===== src/rtl/cheri_pkg.sv =====
// Shared types and constants for the TBRE sequencer.
package cheri_pkg;

  typedef enum logic [2:0] {
    IDLE      = 3'd0,
    LD_REQ    = 3'd1,
    LD_WAIT   = 3'd2,
    TRVK_WAIT = 3'd3,
    ST_REQ    = 3'd4,
    ST_WAIT   = 3'd5,
    NEXT      = 3'd6
  } tbre_state_e;

  localparam int unsigned TBRE_CAP_STRIDE = 8;
  localparam int unsigned TBRE_RAW_W      = 65;

  // An end address of 0 means "top of the address space", so that a range
  // such as 0xFFFF_FFF0..0x0 covers the last slots instead of being empty.
  function automatic logic [32:0] tbre_end_ext(input logic [31:0] end_addr);
    return (end_addr == 32'h0) ? 33'h1_0000_0000 : {1'b0, end_addr};
  endfunction

endpackage


===== src/rtl/cheri_tbre_stats.sv =====
// Saturating scan statistics: slots loaded cleanly and store-backs completed.
module cheri_tbre_stats (
  input  logic        clk_i,
  input  logic        rst_i,
  input  logic        clr_i,
  input  logic        scan_inc_i,
  input  logic        rvk_inc_i,
  output logic [31:0] scan_cnt_o,
  output logic [31:0] rvk_cnt_o
);

  // Both counters clear on a new scan and stick at all-ones.
  always_ff @(posedge clk_i) begin
    if (rst_i || clr_i) begin
      scan_cnt_o <= '0;
      rvk_cnt_o  <= '0;
    end else begin
      if (scan_inc_i && (scan_cnt_o != '1)) scan_cnt_o <= scan_cnt_o + 32'd1;
      if (rvk_inc_i && (rvk_cnt_o != '1))   rvk_cnt_o  <= rvk_cnt_o + 32'd1;
    end
  end

endmodule


===== src/rtl/cheri_tbre_ctrl.sv =====
// Background revocation engine sequencer: loads each 64-bit cap slot of a
// configured range, waits for the revocation verdict and writes back revoked
// caps with the tag cleared. Optional statistics under CHERI_TBRE_STATS_EN.
//
// LSU handshake: tbre_lsu_req_o is a valid that stays high with we/addr/wdata
// frozen until lsu_tbre_req_done_i (ready) is seen in the same cycle; only one
// request is ever outstanding, and its single response arrives later on
// lsu_tbre_resp_valid_i.
module cheri_tbre_ctrl
  import cheri_pkg::*;
#(
  parameter int unsigned TrvkTimeout = 8,
  parameter int unsigned CapStride   = TBRE_CAP_STRIDE
) (
  input  logic                  clk_i,
  input  logic                  rst_i,
  input  logic                  cfg_start_i,
  input  logic                  cfg_stop_i,
  input  logic [31:0]           cfg_start_addr_i,
  input  logic [31:0]           cfg_end_addr_i,
  output logic                  tbre_busy_o,
  output logic                  tbre_done_o,
  output logic [15:0]           tbre_err_cnt_o,
  output logic                  tbre_lsu_req_o,
  output logic                  tbre_lsu_we_o,
  output logic [31:0]           tbre_lsu_addr_o,
  output logic [TBRE_RAW_W-1:0] tbre_lsu_wdata_o,
  input  logic                  lsu_tbre_req_done_i,
  input  logic                  lsu_tbre_resp_valid_i,
  input  logic                  lsu_tbre_resp_err_i,
  input  logic [TBRE_RAW_W-1:0] lsu_tbre_rdata_i,
  input  logic                  tbre_trvk_en_i,
  input  logic                  tbre_trvk_clrtag_i,
`ifdef CHERI_TBRE_STATS_EN
  output logic [31:0]           tbre_scan_cnt_o,
  output logic [31:0]           tbre_rvk_cnt_o,
`endif
  output tbre_state_e           tbre_state_o
);

  localparam int unsigned TmoW = (TrvkTimeout > 1) ? $clog2(TrvkTimeout) : 1;

  tbre_state_e           state_q, state_d;
  logic [31:0]           cur_q, end_q;
  logic [TBRE_RAW_W-1:0] rdata_q;
  logic [TmoW-1:0]       tmo_q;
  logic [15:0]           err_q;
  logic                  stop_q;

  logic                  start_acc;
  logic [32:0]           start_al, nxt_addr;
  logic                  last_slot;
  logic                  err_inc, capture, req, we, done;

  assign start_acc = (state_q == IDLE) && cfg_start_i;
  assign start_al  = {1'b0, cfg_start_addr_i & ~32'h7};
  // 33-bit increment: a carry out of slot 0xFFFF_FFF8 always ends the scan.
  assign nxt_addr  = {1'b0, cur_q} + 33'(CapStride);
  assign last_slot = (nxt_addr >= tbre_end_ext(end_q)) || stop_q;

  // Next-state and per-state outputs.
  always_comb begin
    state_d = state_q;
    err_inc = 1'b0;
    capture = 1'b0;
    req     = 1'b0;
    we      = 1'b0;
    done    = 1'b0;
    unique case (state_q)
      IDLE: begin
        if (cfg_start_i) begin
          state_d = (start_al >= tbre_end_ext(cfg_end_addr_i & ~32'h7)) ? NEXT : LD_REQ;
        end
      end
      LD_REQ: begin
        req = 1'b1;
        if (lsu_tbre_req_done_i) state_d = LD_WAIT;
      end
      LD_WAIT: begin
        if (lsu_tbre_resp_valid_i) begin
          if (lsu_tbre_resp_err_i) begin
            err_inc = 1'b1;
            state_d = NEXT;
          end else begin
            capture = 1'b1;
            state_d = TRVK_WAIT;
          end
        end
      end
      TRVK_WAIT: begin
        if (tbre_trvk_en_i) begin
          // A cap whose tag is already clear needs no store-back.
          state_d = (tbre_trvk_clrtag_i && rdata_q[64]) ? ST_REQ : NEXT;
        end else if (tmo_q == TmoW'(TrvkTimeout - 1)) begin
          err_inc = 1'b1;
          state_d = NEXT;
        end
      end
      ST_REQ: begin
        req = 1'b1;
        we  = 1'b1;
        if (lsu_tbre_req_done_i) state_d = ST_WAIT;
      end
      ST_WAIT: begin
        if (lsu_tbre_resp_valid_i) begin
          err_inc = lsu_tbre_resp_err_i;
          state_d = NEXT;
        end
      end
      NEXT: begin
        if (last_slot) begin
          done    = 1'b1;
          state_d = IDLE;
        end else begin
          state_d = LD_REQ;
        end
      end
      default: state_d = IDLE;
    endcase
  end

  // State register.
  always_ff @(posedge clk_i) begin
    if (rst_i) state_q <= IDLE;
    else       state_q <= state_d;
  end

  // Range registers: latched on an accepted start, cursor stepped in NEXT.
  always_ff @(posedge clk_i) begin
    if (rst_i) begin
      cur_q <= '0;
      end_q <= '0;
    end else if (start_acc) begin
      cur_q <= start_al[31:0];
      end_q <= cfg_end_addr_i & ~32'h7;
    end else if (state_q == NEXT) begin
      cur_q <= nxt_addr[31:0];
    end
  end

  // Loaded cap, kept for the store-back data and the tag check.
  always_ff @(posedge clk_i) begin
    if (rst_i)        rdata_q <= '0;
    else if (capture) rdata_q <= lsu_tbre_rdata_i;
  end

  // Verdict timeout: counts cycles spent in TRVK_WAIT, zero elsewhere.
  always_ff @(posedge clk_i) begin
    if (rst_i || (state_q != TRVK_WAIT)) tmo_q <= '0;
    else                                 tmo_q <= tmo_q + 1'b1;
  end

  // Saturating error count for the current scan.
  always_ff @(posedge clk_i) begin
    if (rst_i || start_acc)             err_q <= '0;
    else if (err_inc && (err_q != '1))  err_q <= err_q + 16'd1;
  end

  // Sticky stop request; a stop arriving together with start limits the scan to one slot.
  always_ff @(posedge clk_i) begin
    if (rst_i)                  stop_q <= 1'b0;
    else if (state_q == IDLE)   stop_q <= cfg_start_i && cfg_stop_i;
    else if (state_d == IDLE)   stop_q <= 1'b0;
    else if (cfg_stop_i)        stop_q <= 1'b1;
  end

  assign tbre_busy_o      = (state_q != IDLE);
  assign tbre_done_o      = done;
  assign tbre_err_cnt_o   = err_q;
  assign tbre_lsu_req_o   = req;
  assign tbre_lsu_we_o    = we;
  assign tbre_lsu_addr_o  = req ? cur_q : 32'h0;
  assign tbre_lsu_wdata_o = (state_q == ST_REQ) ? {1'b0, rdata_q[63:0]} : '0;
  assign tbre_state_o     = state_q;

`ifdef CHERI_TBRE_STATS_EN
  logic scan_inc, rvk_inc;
  assign scan_inc = (state_q == LD_WAIT) && lsu_tbre_resp_valid_i && !lsu_tbre_resp_err_i;
  assign rvk_inc  = (state_q == ST_WAIT) && lsu_tbre_resp_valid_i && !lsu_tbre_resp_err_i;

  cheri_tbre_stats u_stats (
    .clk_i      (clk_i),
    .rst_i      (rst_i),
    .clr_i      (start_acc),
    .scan_inc_i (scan_inc),
    .rvk_inc_i  (rvk_inc),
    .scan_cnt_o (tbre_scan_cnt_o),
    .rvk_cnt_o  (tbre_rvk_cnt_o)
  );
`endif

endmodule


===== config.mk =====
export PLATFORM = sky130hd
export DESIGN_NAME = cheri_tbre_ctrl
export DESIGN_NICKNAME = d
export VERILOG_FILES = /design/src/rtl/cheri_pkg.sv /design/src/rtl/cheri_tbre_stats.sv /design/src/rtl/cheri_tbre_ctrl.sv
export SDC_FILE = /design/constraint.sdc
export NUM_CORES = 1
export LEC_CHECK = 0
export ABC_CLOCK_PERIOD_IN_PS = 3700
export BUFFER_PORTS_ARGS = -buffer_cell sky130_fd_sc_hd__buf_2
export CORE_MARGIN = 3
export CORE_UTILIZATION = 52
export CTS_BUF_LIST = sky130_fd_sc_hd__clkbuf_4 sky130_fd_sc_hd__clkbuf_8 sky130_fd_sc_hd__clkbuf_16
export DETAILED_ROUTE_END_ITERATION = 10
export GPL_ROUTABILITY_DRIVEN = 0
export GPL_TIMING_DRIVEN = 0
export PLACE_DENSITY = 0.81
export RECOVER_POWER = 100
export REMOVE_ABC_BUFFERS = 1
export SLEW_MARGIN = 20
export SYNTH_ARGS = -nofsm -noshare
export SYNTH_HDL_FRONTEND = slang
export SYNTH_SLANG_ARGS = --single-unit

===== constraint.sdc =====
create_clock -name clk_i -period 3.7 [get_ports clk_i]
set_input_delay 0.74 -clock clk_i [delete_from_list [all_inputs] [get_ports clk_i]]
set_output_delay 0.74 -clock clk_i [all_outputs]
set_load 0.02 [all_outputs]

== Word level (Yosys, flattened, before mapping) ==
Index checks and enable logic that the tools add are counted.
Storage, ports and cells
  register bits: 149
  input port bits: 138
  output and inout port bits: 120
  logic and storage cells: 72
Operators by class
  add/subtract/negate cells: 3
  order comparisons: 2
  eq/ne operators: 9
  mux-type cells: 34
  reductions and logical operators: 16
Operators by type and width (count)
  $mux 32: 3
  $mux 33: 2
  $logic_not 32->1: 2
  $mux 64: 1
  $add 32x4->33 const B: 1
  $ge 32x33->1: 1
  $ge 33x33->1: 1
  $mux 3: 9
  $pmux 3 s7: 1
  $add 16x1->16 const B: 1
  $mux 1: 16
  $ne 16x16->1 const B: 1
  $eq 3x3->1 const B: 4
  $eq 3x2->1 const B: 2
  $logic_not 3->1: 2
  $reduce_bool 3->1: 2
  $logic_and 1x1->1: 4
  $reduce_or 2->1: 2
  $add 3x1->3 const B: 1
  $eq 3x1->1 const B: 1
  $logic_or 1x1->1: 3
  $ne 3x2->1 const B: 1
  $pmux 1 s3: 1
  $mux 2: 1
  $reduce_bool 2->1: 1

== Depth between registers and ports, before layout ==
Gate-level depths: netlist of the first run.
  depth in word-level cells: 9
  gate-level depth with buffers: 15
  mapped depth without buffers: 13

== Worst setup path before layout of the first run ==
OpenSTA, ideal clock, no wires.
  path type: register to output
  start: register cur_q[13]
  end: output tbre_done_o
  arrival time: 2.936 ns
  required time: 2.960 ns
  path slack: 0.024 ns
  cell stages (with the launch flop): 14
  buffers on the path: 1
  path through: dfxtp_1 -> clkbuf_1 -> nand2_1 -> nor4_1 -> and3_1 -> nand3_1 -> xnor2_1 -> ha_1 -> nand4_1 -> nor4_1 -> o311ai_0 -> a31oi_1 -> nor4_1 -> nor2_1
Between the ends
  longest elaborated chain between the ends: 5
RTL lines
  from (decl): line cheri_tbre_ctrl.sv:44  | logic [31:0] cur_q, end_q;
  from (signal assigned): line cheri_tbre_ctrl.sv:134  | cur_q <= start_al[31:0];
  from (signal assigned): line cheri_tbre_ctrl.sv:137  | cur_q <= nxt_addr[31:0];
  $add 32x4->33: line cheri_tbre_ctrl.sv:58  | assign nxt_addr = {1'b0, cur_q} + 33'(CapStride);
  $ge 33x33->1: line cheri_tbre_ctrl.sv:59  | assign last_slot = (nxt_addr >= tbre_end_ext(end_q)) || stop_q;
  $logic_or 1x1->1: line cheri_tbre_ctrl.sv:59
  $mux 1: line cheri_tbre_ctrl.sv:111  | if (last_slot) begin
  $mux 1: line cheri_tbre_ctrl.sv:69  | unique case (state_q)
  to (decl): line cheri_tbre_ctrl.sv:22  | output logic tbre_done_o,
Every way passes these cells.

== Worst setup path in the final report of the first run ==
  start: register cur_q[15]
  end: output tbre_done_o
Same word-level chain as after synthesis.

==> results of run 1 <==
## cell families after synthesis
family	share of synthesized area
other cells	0.000444
fa+ha+maj	0.0934
xor+xnor	0.0467
flops	0.346
buf+inv	0.0670
simple gates	0.293
compound gates	0.151
mux	0.00237
## Yosys cell counts (10+ instances only)
library cell	count
and2_1	95
a211oi_1	10
nor3_1	17
dfxtp_1	146
a21oi_1	135
nor2_1	56
clkbuf_1	60
nor4_1	16
o21ai_0	27
xor2_1	18
ha_1	63
inv_1	66
nand3_1	22
nand4_1	20
xnor2_1	27
nand2_1	235
a22oi_1	12
## path summary, 6_finish.rpt
kind                         startpoint                endpoint
max              cur_q[15]$_SDFFE_PP0P_             tbre_done_o
min                 tmo_q[0]$_SDFF_PP0_     tmo_q[0]$_SDFF_PP0_
max reg2reg  tbre_state_o[0]$_SDFF_PP0_  cur_q[12]$_SDFFE_PP0P_
min reg2reg         tmo_q[0]$_SDFF_PP0_     tmo_q[0]$_SDFF_PP0_
## routing by layer
layer	track usage	vias up
li1	-	4239
met2	0.448	397
met4	0.110	0
met1	0.351	3981
met5	0	-
met3	0.0502	76
## stage by stage
stage	cell area [um2]	TNS [ps]	total power, uW	hold slack (ps)	setup slack [ps]
after global routing	10700	-3050	4960	451	-864
after global placement	9640	-382400	2930	411	-5430
after detailed placement	9820	-1470	3010	419	-928
final	10700	-734	4720	424	-734
after CTS	10600	-625	4670	428	-625
after floorplan	8140	-155570	2550	398	-2390
## timing repair
item,CTS,global route
pin swaps,13,9
setup buffers,16,8
endpoints found under the setup margin,3,3
resized for setup,40,18
## cell type report
class / count / area (um2)
clock inverter: 15 / 123
fill: 1343 / 4870
timing repair buffer: 283 / 1510
tap: 211 / 264
sequential: 146 / 2970
inverter: 66 / 248
multi-input combinational: 840 / 5130
clock buffer: 17 / 425
## flip-flops by register name, indices dropped and copies added (netlist names)
register,cells
cur_q,29
tbre_state_o,3
end_q,29
tmo_q,3
stop_q,1
tbre_err_cnt_o,16
rdata_q,65
## power breakdown
part	leakage (uW)	internal (uW)	switching [uW]
Clock	0.000264	876	739
Sequential	0.00120	1700	143
Combinational	0.00322	500	765
Total	0.00468	3070	1650
==> results.md, run 1 <==
- # IOs: approximately 260
- Required @ worst endpoint: 2960 ps
- Top cells by area, synth: dfxtp_1, nand2_1, ha_1
- Post-Syn Instances: 1123
- Ant diodes: 0
- CTS buffer count: 17
- Final core occ: 0.687
- Max Slew Vio Count: 109
- EDFF count, synth: 0
- Worst R2R Setup Slack: 70 ps
- Total clock sinks: roughly 150
- Met2 WL: roughly 12 mm
- DRT iter0 DRCs: approximately 780
- Slew margin rel.: -0.496
- Met1 WL: between 10 and 15 mm
- Clk Latency, worst-skew pair: 430 ps
- Htree depth: 4
- Worst Reg-to-Reg Cells: 7
- Post-synth top area share: 0.346
- Clock root buffer: clkbuf_16
- Worst slew pin tran: between 2000 and 2500 ps
- Seq/Total Area, Yosys: 0.346
- Crit-path cells: and3_4 -> nand4_1 -> or3_4 -> nand2b_4 -> xnor2_2 -> ha_1 -> nand4_1 -> nor4_4 -> o311ai_2 -> a31oi_2 -> nor4_2 -> nor2_1 -> buf_4
- CP Launch Type: flop
- Worst Hold Path Cells: 1
- Violated checks: max-capacitance violations, max-slew violations, negative setup slack
- Post-CTS Hold Fix Bufs: 0
- Worst path buffer plus inverter count: 1
- Synth warn: 0
- Dpl hpwl: approximately 18 mm
- Hold crit path type: flop to flop
- Top FF cell, synth: dfxtp_1
- CP max FO: 5
- Largest net degree at the start of global routing: ~100
- Max Buffers Root-to-Sink: 2
- CTS clk-pin slew, worst paths: around 70 ps
- # rows: 45
- Placed Cells: 1523
- CP peak stage delay: 470 ps
- Finish-stage setup viols: 1
- FFs w/ async S/R, synth: 0
- Commonest non-fill, non-tap cell in the layout: nand2_1
- CTS tree: yes
- Area Overhead vs Synth: 26.4%
- Area leader, netlist: dfxtp_1
- Maximum vdd drop: 349 uV
- Final Skew: 7.15 ps
- Routed len/inst: between 15 and 20 um
- Fin crit share: 1.20
- Delay-heaviest family, CP: simple AND/OR/NAND/NOR gates
- Metal3 WL: roughly 1.9 mm
- First-pass detailed-route iteration total: 6
- Die footprint: roughly 0.018 mm2
- Die X: roughly 130 um
- Post-synthesis cell type count: 55
- Vias/cell: 5.51
- Tmin final: roughly 4400 ps
- Status: finished with violations
- Slowest cell on crit path: or3_4
- Yosys reg bits: around 150
- Max Cap Viol: 2
- F_max: about 0.23 GHz
- Die Ht: about 130 um
- Starting Density: 0.543
- Pleak: 0.00468 uW
- Core Footprint: ~0.016 mm2
- Fin. Hold Viols: 0
- Routed Antenna Nets: 0
- Initial antenna violation count: 0
- Vias: between 8000 and 9000
- Max layer used: met4
- Crit. path cell count: 13
- Port Buffers: between 200 and 250
- GR Overflow Total: 0
- RSZ-0062 raised after global routing: yes
- Most used cell, CP: nand4_1
- First-pass GRT wire length: ~40 mm
- Commonest cells after routing, fill and taps aside: nand2_1, buf_2, a21oi_1, dfxtp_1, and2_1
- Final wirelength: 25.6 mm
- WP data arrival: 3690 ps
- Post-layout net count: ~1600
- Pwr per Cell Area: 442 mW/mm2
- GRT Resource Usage Total: 0.271
- Final worst setup slack: -734 ps
- Fraction of layout cells with a size suffix above 1: 0.239
- CP Class: flop to output port
- Vias in the first global route: ~8000
- Syn Area/Cell: roughly 7.5 um2
- Non-Filler Instances: around 1600
- Mapped cell area: roughly 0.0084 mm2
- Critical Path Sink Type: output port
- Residual DRC count: 0
Note: power is estimated with default switching activity, not from simulation.
==> inputs of run 2 (changes only) <==
--- a/config.mk
+++ b/config.mk
@@ -7,7 +7,6 @@
 export LEC_CHECK = 0
 export ABC_CLOCK_PERIOD_IN_PS = 3700
 export BUFFER_PORTS_ARGS = -buffer_cell sky130_fd_sc_hd__buf_2
-export CORE_MARGIN = 3
 export CORE_UTILIZATION = 52
 export CTS_BUF_LIST = sky130_fd_sc_hd__clkbuf_4 sky130_fd_sc_hd__clkbuf_8 sky130_fd_sc_hd__clkbuf_16
 export DETAILED_ROUTE_END_ITERATION = 10
==> run 2 against run 1 <==
Effect of this change: the flow still finishes with violations (max-capacitance violations, max-slew violations, negative setup slack); highest routed layer unchanged; total power grew 3.7%; fmax shrank 0.36%; flip-flop and latch count is the same; routed wire length grew 0.54%; global-route usage grew 2.6 points; clock skew grew 2.1 ps; critical path depth grew 2; sequential share of layout area shrank 0.51 points; non-clock buffer count grew 17; worst setup slack lost 16 ps; die area shrank 5.9%.
==> results.md, run 2 (synthesis results as in run 1) <==
- Final worst setup slack: -750 ps (was -734 ps)
- Largest registers: rdata_q x65, cur_q x29, end_q x29 (unchanged)
- Fin crit share: 1.20 (about the same)
- CP Launch Type: flop (unchanged)
- Metal3 WL: 2.08 mm (was 1.89 mm)
- Die X: 129 um (was 133 um)
- Routed Antenna Nets: 0 (unchanged)
- Die footprint: 0.0168 mm2 (was 0.0178 mm2)
- Starting Density: 0.532 (was 0.543)
- Non-Filler Instances: 1601 (was 1578)
- Final Power: 4890 uW (was 4720 uW)
- Worst Reg-to-Reg Cells: 7 (unchanged)
- FF-to-FF Start: tbre_state_o[0]$_SDFF_PP0_ (unchanged)
- Met2 WL: 12.2 mm (was 12.0 mm)
- Largest register FFs: 65 (unchanged)
- Slowest cell on crit path: or3_4 (unchanged)
- Post-layout net count: 1572 (was 1555)
- Max layer used: met4 (unchanged)
- First-pass detailed-route iteration total: 5 (was 6)
- Clk Latency, worst-skew pair: 430 ps (about the same)
- Worst R2R Setup Slack: -430 ps (was 70 ps)
- RSZ-0062 raised after global routing: yes (unchanged)
- CTS buffer count: 17 (unchanged)
- Final wirelength: 25.8 mm (was 25.6 mm)
- Max Buffers Root-to-Sink: 2 (unchanged)
- Placement Setup Slack: -1040 ps (was -928 ps)
- CTS clk-pin slew, worst paths: 60 ps (was 70 ps)
- Min-Delay Endpoint: tmo_q[0]$_SDFF_PP0_ (unchanged)
- Placed Cells: 1528 (was 1523)
- Most used cell, CP: buf_4 (was nand4_1)
- Largest net degree at the start of global routing: 76 (was 103)
- WP data arrival: 3710 ps (was 3690 ps)
- Pleak: 0.00486 uW (was 0.00468 uW)
- GRT Resource Usage Total: 0.297 (was 0.271)
- Core Footprint: 0.0159 mm2 (was 0.0155 mm2)
- Dpl hpwl: 17.6 mm (was 18.0 mm)
- Reg with most FFs: rdata_q (unchanged)
- Worst Hold Path Cells: 1 (unchanged)
- GR Overflow Total: 0 (unchanged)
- Critical Path Sink Type: output port (unchanged)
- Area Overhead vs Synth: 29.0% (was 26.4%)
- Die Ht: 129 um (was 133 um)
- Minimum hold slack: 435 ps (was 424 ps)
- Status: finished with violations (unchanged)
- Fraction of layout cells with a size suffix above 1: 0.261 (was 0.239)
- Fin. Hold Viols: 0 (unchanged)
- # rows: 46 (was 45)
- Violated checks: max-capacitance violations, max-slew violations, negative setup slack (unchanged)
- Filler cells: 1314 (was 1343)
- Hold Crit Start: tmo_q[0]$_SDFF_PP0_ (unchanged)
- F_max: 0.225 GHz (was 0.226 GHz)
- Maximum vdd drop: 345 uV (was 349 uV)
- Residual DRC count: 0 (unchanged)
- First-pass GRT wire length: 39.4 mm (was 39.7 mm)
- Vias/cell: 5.56 (was 5.51)
- Max Slew Vio Count: 94 (was 109)
- Max Cap Viol: 2 (unchanged)
- Final Skew: 9.22 ps (was 7.15 ps)
- CP Class: flop to output port (unchanged)
- DRT iter0 DRCs: 789 (was 775)
- Vias: 8908 (was 8693)
- Vias in the first global route: 8135 (was 8020)
- Clock root buffer: clkbuf_16 (unchanged)
- Total clock sinks: 146 (unchanged)
- Pwr per Cell Area: 449 mW/mm2 (was 442 mW/mm2)
- Initial antenna violation count: 0 (unchanged)
- Hold crit path type: flop to flop (unchanged)
- # IOs: 258 (unchanged)
- CP max FO: 5 (unchanged)
- Tmin final: 4450 ps (was 4430 ps)
- Routed len/inst: 16.1 um (was 16.2 um)
- Finish-stage setup viols: 14 (was 1)
- Port Buffers: 247 (unchanged)
- CTS tree: yes (unchanged)
- Commonest non-fill, non-tap cell in the layout: nand2_1 (unchanged)
- Met1 WL: 10.3 mm (was 10.8 mm)
- Commonest cells after routing, fill and taps aside: nand2_1, buf_2, a21oi_1, dfxtp_1, and2_1 (unchanged)
- CP peak stage delay: 440 ps (was 470 ps)
- Required @ worst endpoint: 2960 ps (about the same)
- Slew margin rel.: -0.486 (was -0.496)
- Worst slew pin tran: 2230 ps (was 2240 ps)
- Crit-path cells: and3_4 -> nand3_4 -> or3_4 -> buf_4 -> buf_4 -> nor2_4 -> nand3_2 -> xnor2_1 -> ha_1 -> a21o_1 -> a21o_1 -> a22o_1 -> nor4_2 -> nor2_1 -> buf_4 (was and3_4 -> nand4_1 -> or3_4 -> nand2b_4 -> xnor2_2 -> ha_1 -> nand4_1 -> nor4_4 -> o311ai_2 -> a31oi_2 -> nor4_2 -> nor2_1 -> buf_4)
- Worst reg2reg endpoint: cur_q[29]$_SDFFE_PP0P_ (was cur_q[12]$_SDFFE_PP0P_)
- Htree depth: 4 (unchanged)
run 2: critical path: cells and delay by family (launching register included):
family                     cells  cell delay [ps]
and+or+nand+nor                7             1420
buffers and inverters          3              540
AOI/OAI and AO/OA              3              540
DFF                            1              370
adders and majority gates      1              290
xor gates and xnor gates       1              150
run 2: final cells by class:
type / count / area (um2) / share of cell area
clock inverter: 15 / 165 / 0.0152
inverter: 66 / 248 / 0.0228
antenna: 1 / 2.50 / 0.000230
clock buffer: 17 / 425 / 0.0391
multi-input combinational: 840 / 5130 / 0.471
sequential: 146 / 2970 / 0.273
tap: 216 / 270 / 0.0248
timing repair buffer: 300 / 1680 / 0.154
run 2: worst max path at each step:
stage,from,end,slack (ps)
CTS,cur_q[16]$_SDFFE_PP0P_,tbre_done_o,-570
finish,cur_q[8]$_SDFFE_PP0P_,tbre_done_o,-750
detailed placement,cur_q[3]$_SDFFE_PP0P_,tbre_done_o,-1040
floorplan,tbre_state_o[1]$_SDFF_PP0_,rdata_q[0]$_SDFFE_PP0P_,-2390
global placement,lsu_tbre_resp_err_i,rdata_q[60]$_SDFFE_PP0P_,-5450
global route,cur_q[21]$_SDFFE_PP0P_,tbre_done_o,-900
run 2: metal layers:
| layer | track usage | vias up |
|---|---|---|
| met5 | 0 | - |
| met4 | 0.169 | 0 |
| met3 | 0.0615 | 103 |
| met2 | 0.499 | 467 |
| met1 | 0.354 | 4051 |
| li1 | - | 4287 |
run 2: power breakdown:
| part | leakage [uW] | internal [uW] | switching [uW] |
|---|---|---|---|
| clock | 0.000284 | 958 | 771 |
| sequential | 0.00120 | 1700 | 135 |
| combinational | 0.00338 | 539 | 794 |
run 2: metrics by stage:
step	TNS, ps	cell area, um2	utilization
final	-3890	10900	0.685
after global routing	-8280	10900	0.685
after CTS	-574	10800	0.683
after detailed placement	-1800	9830	0.619
after global placement	-377420	9640	0.607
after floorplan	-155570	8140	-
run 2: what timing repair did:
item                                    CTS  global route
resized for setup                        50             7
pin swaps                                17            15
hold buffers                              0             0
endpoints found under the setup margin    3             1
gates cloned                              0             0
buffers inserted                         32             8
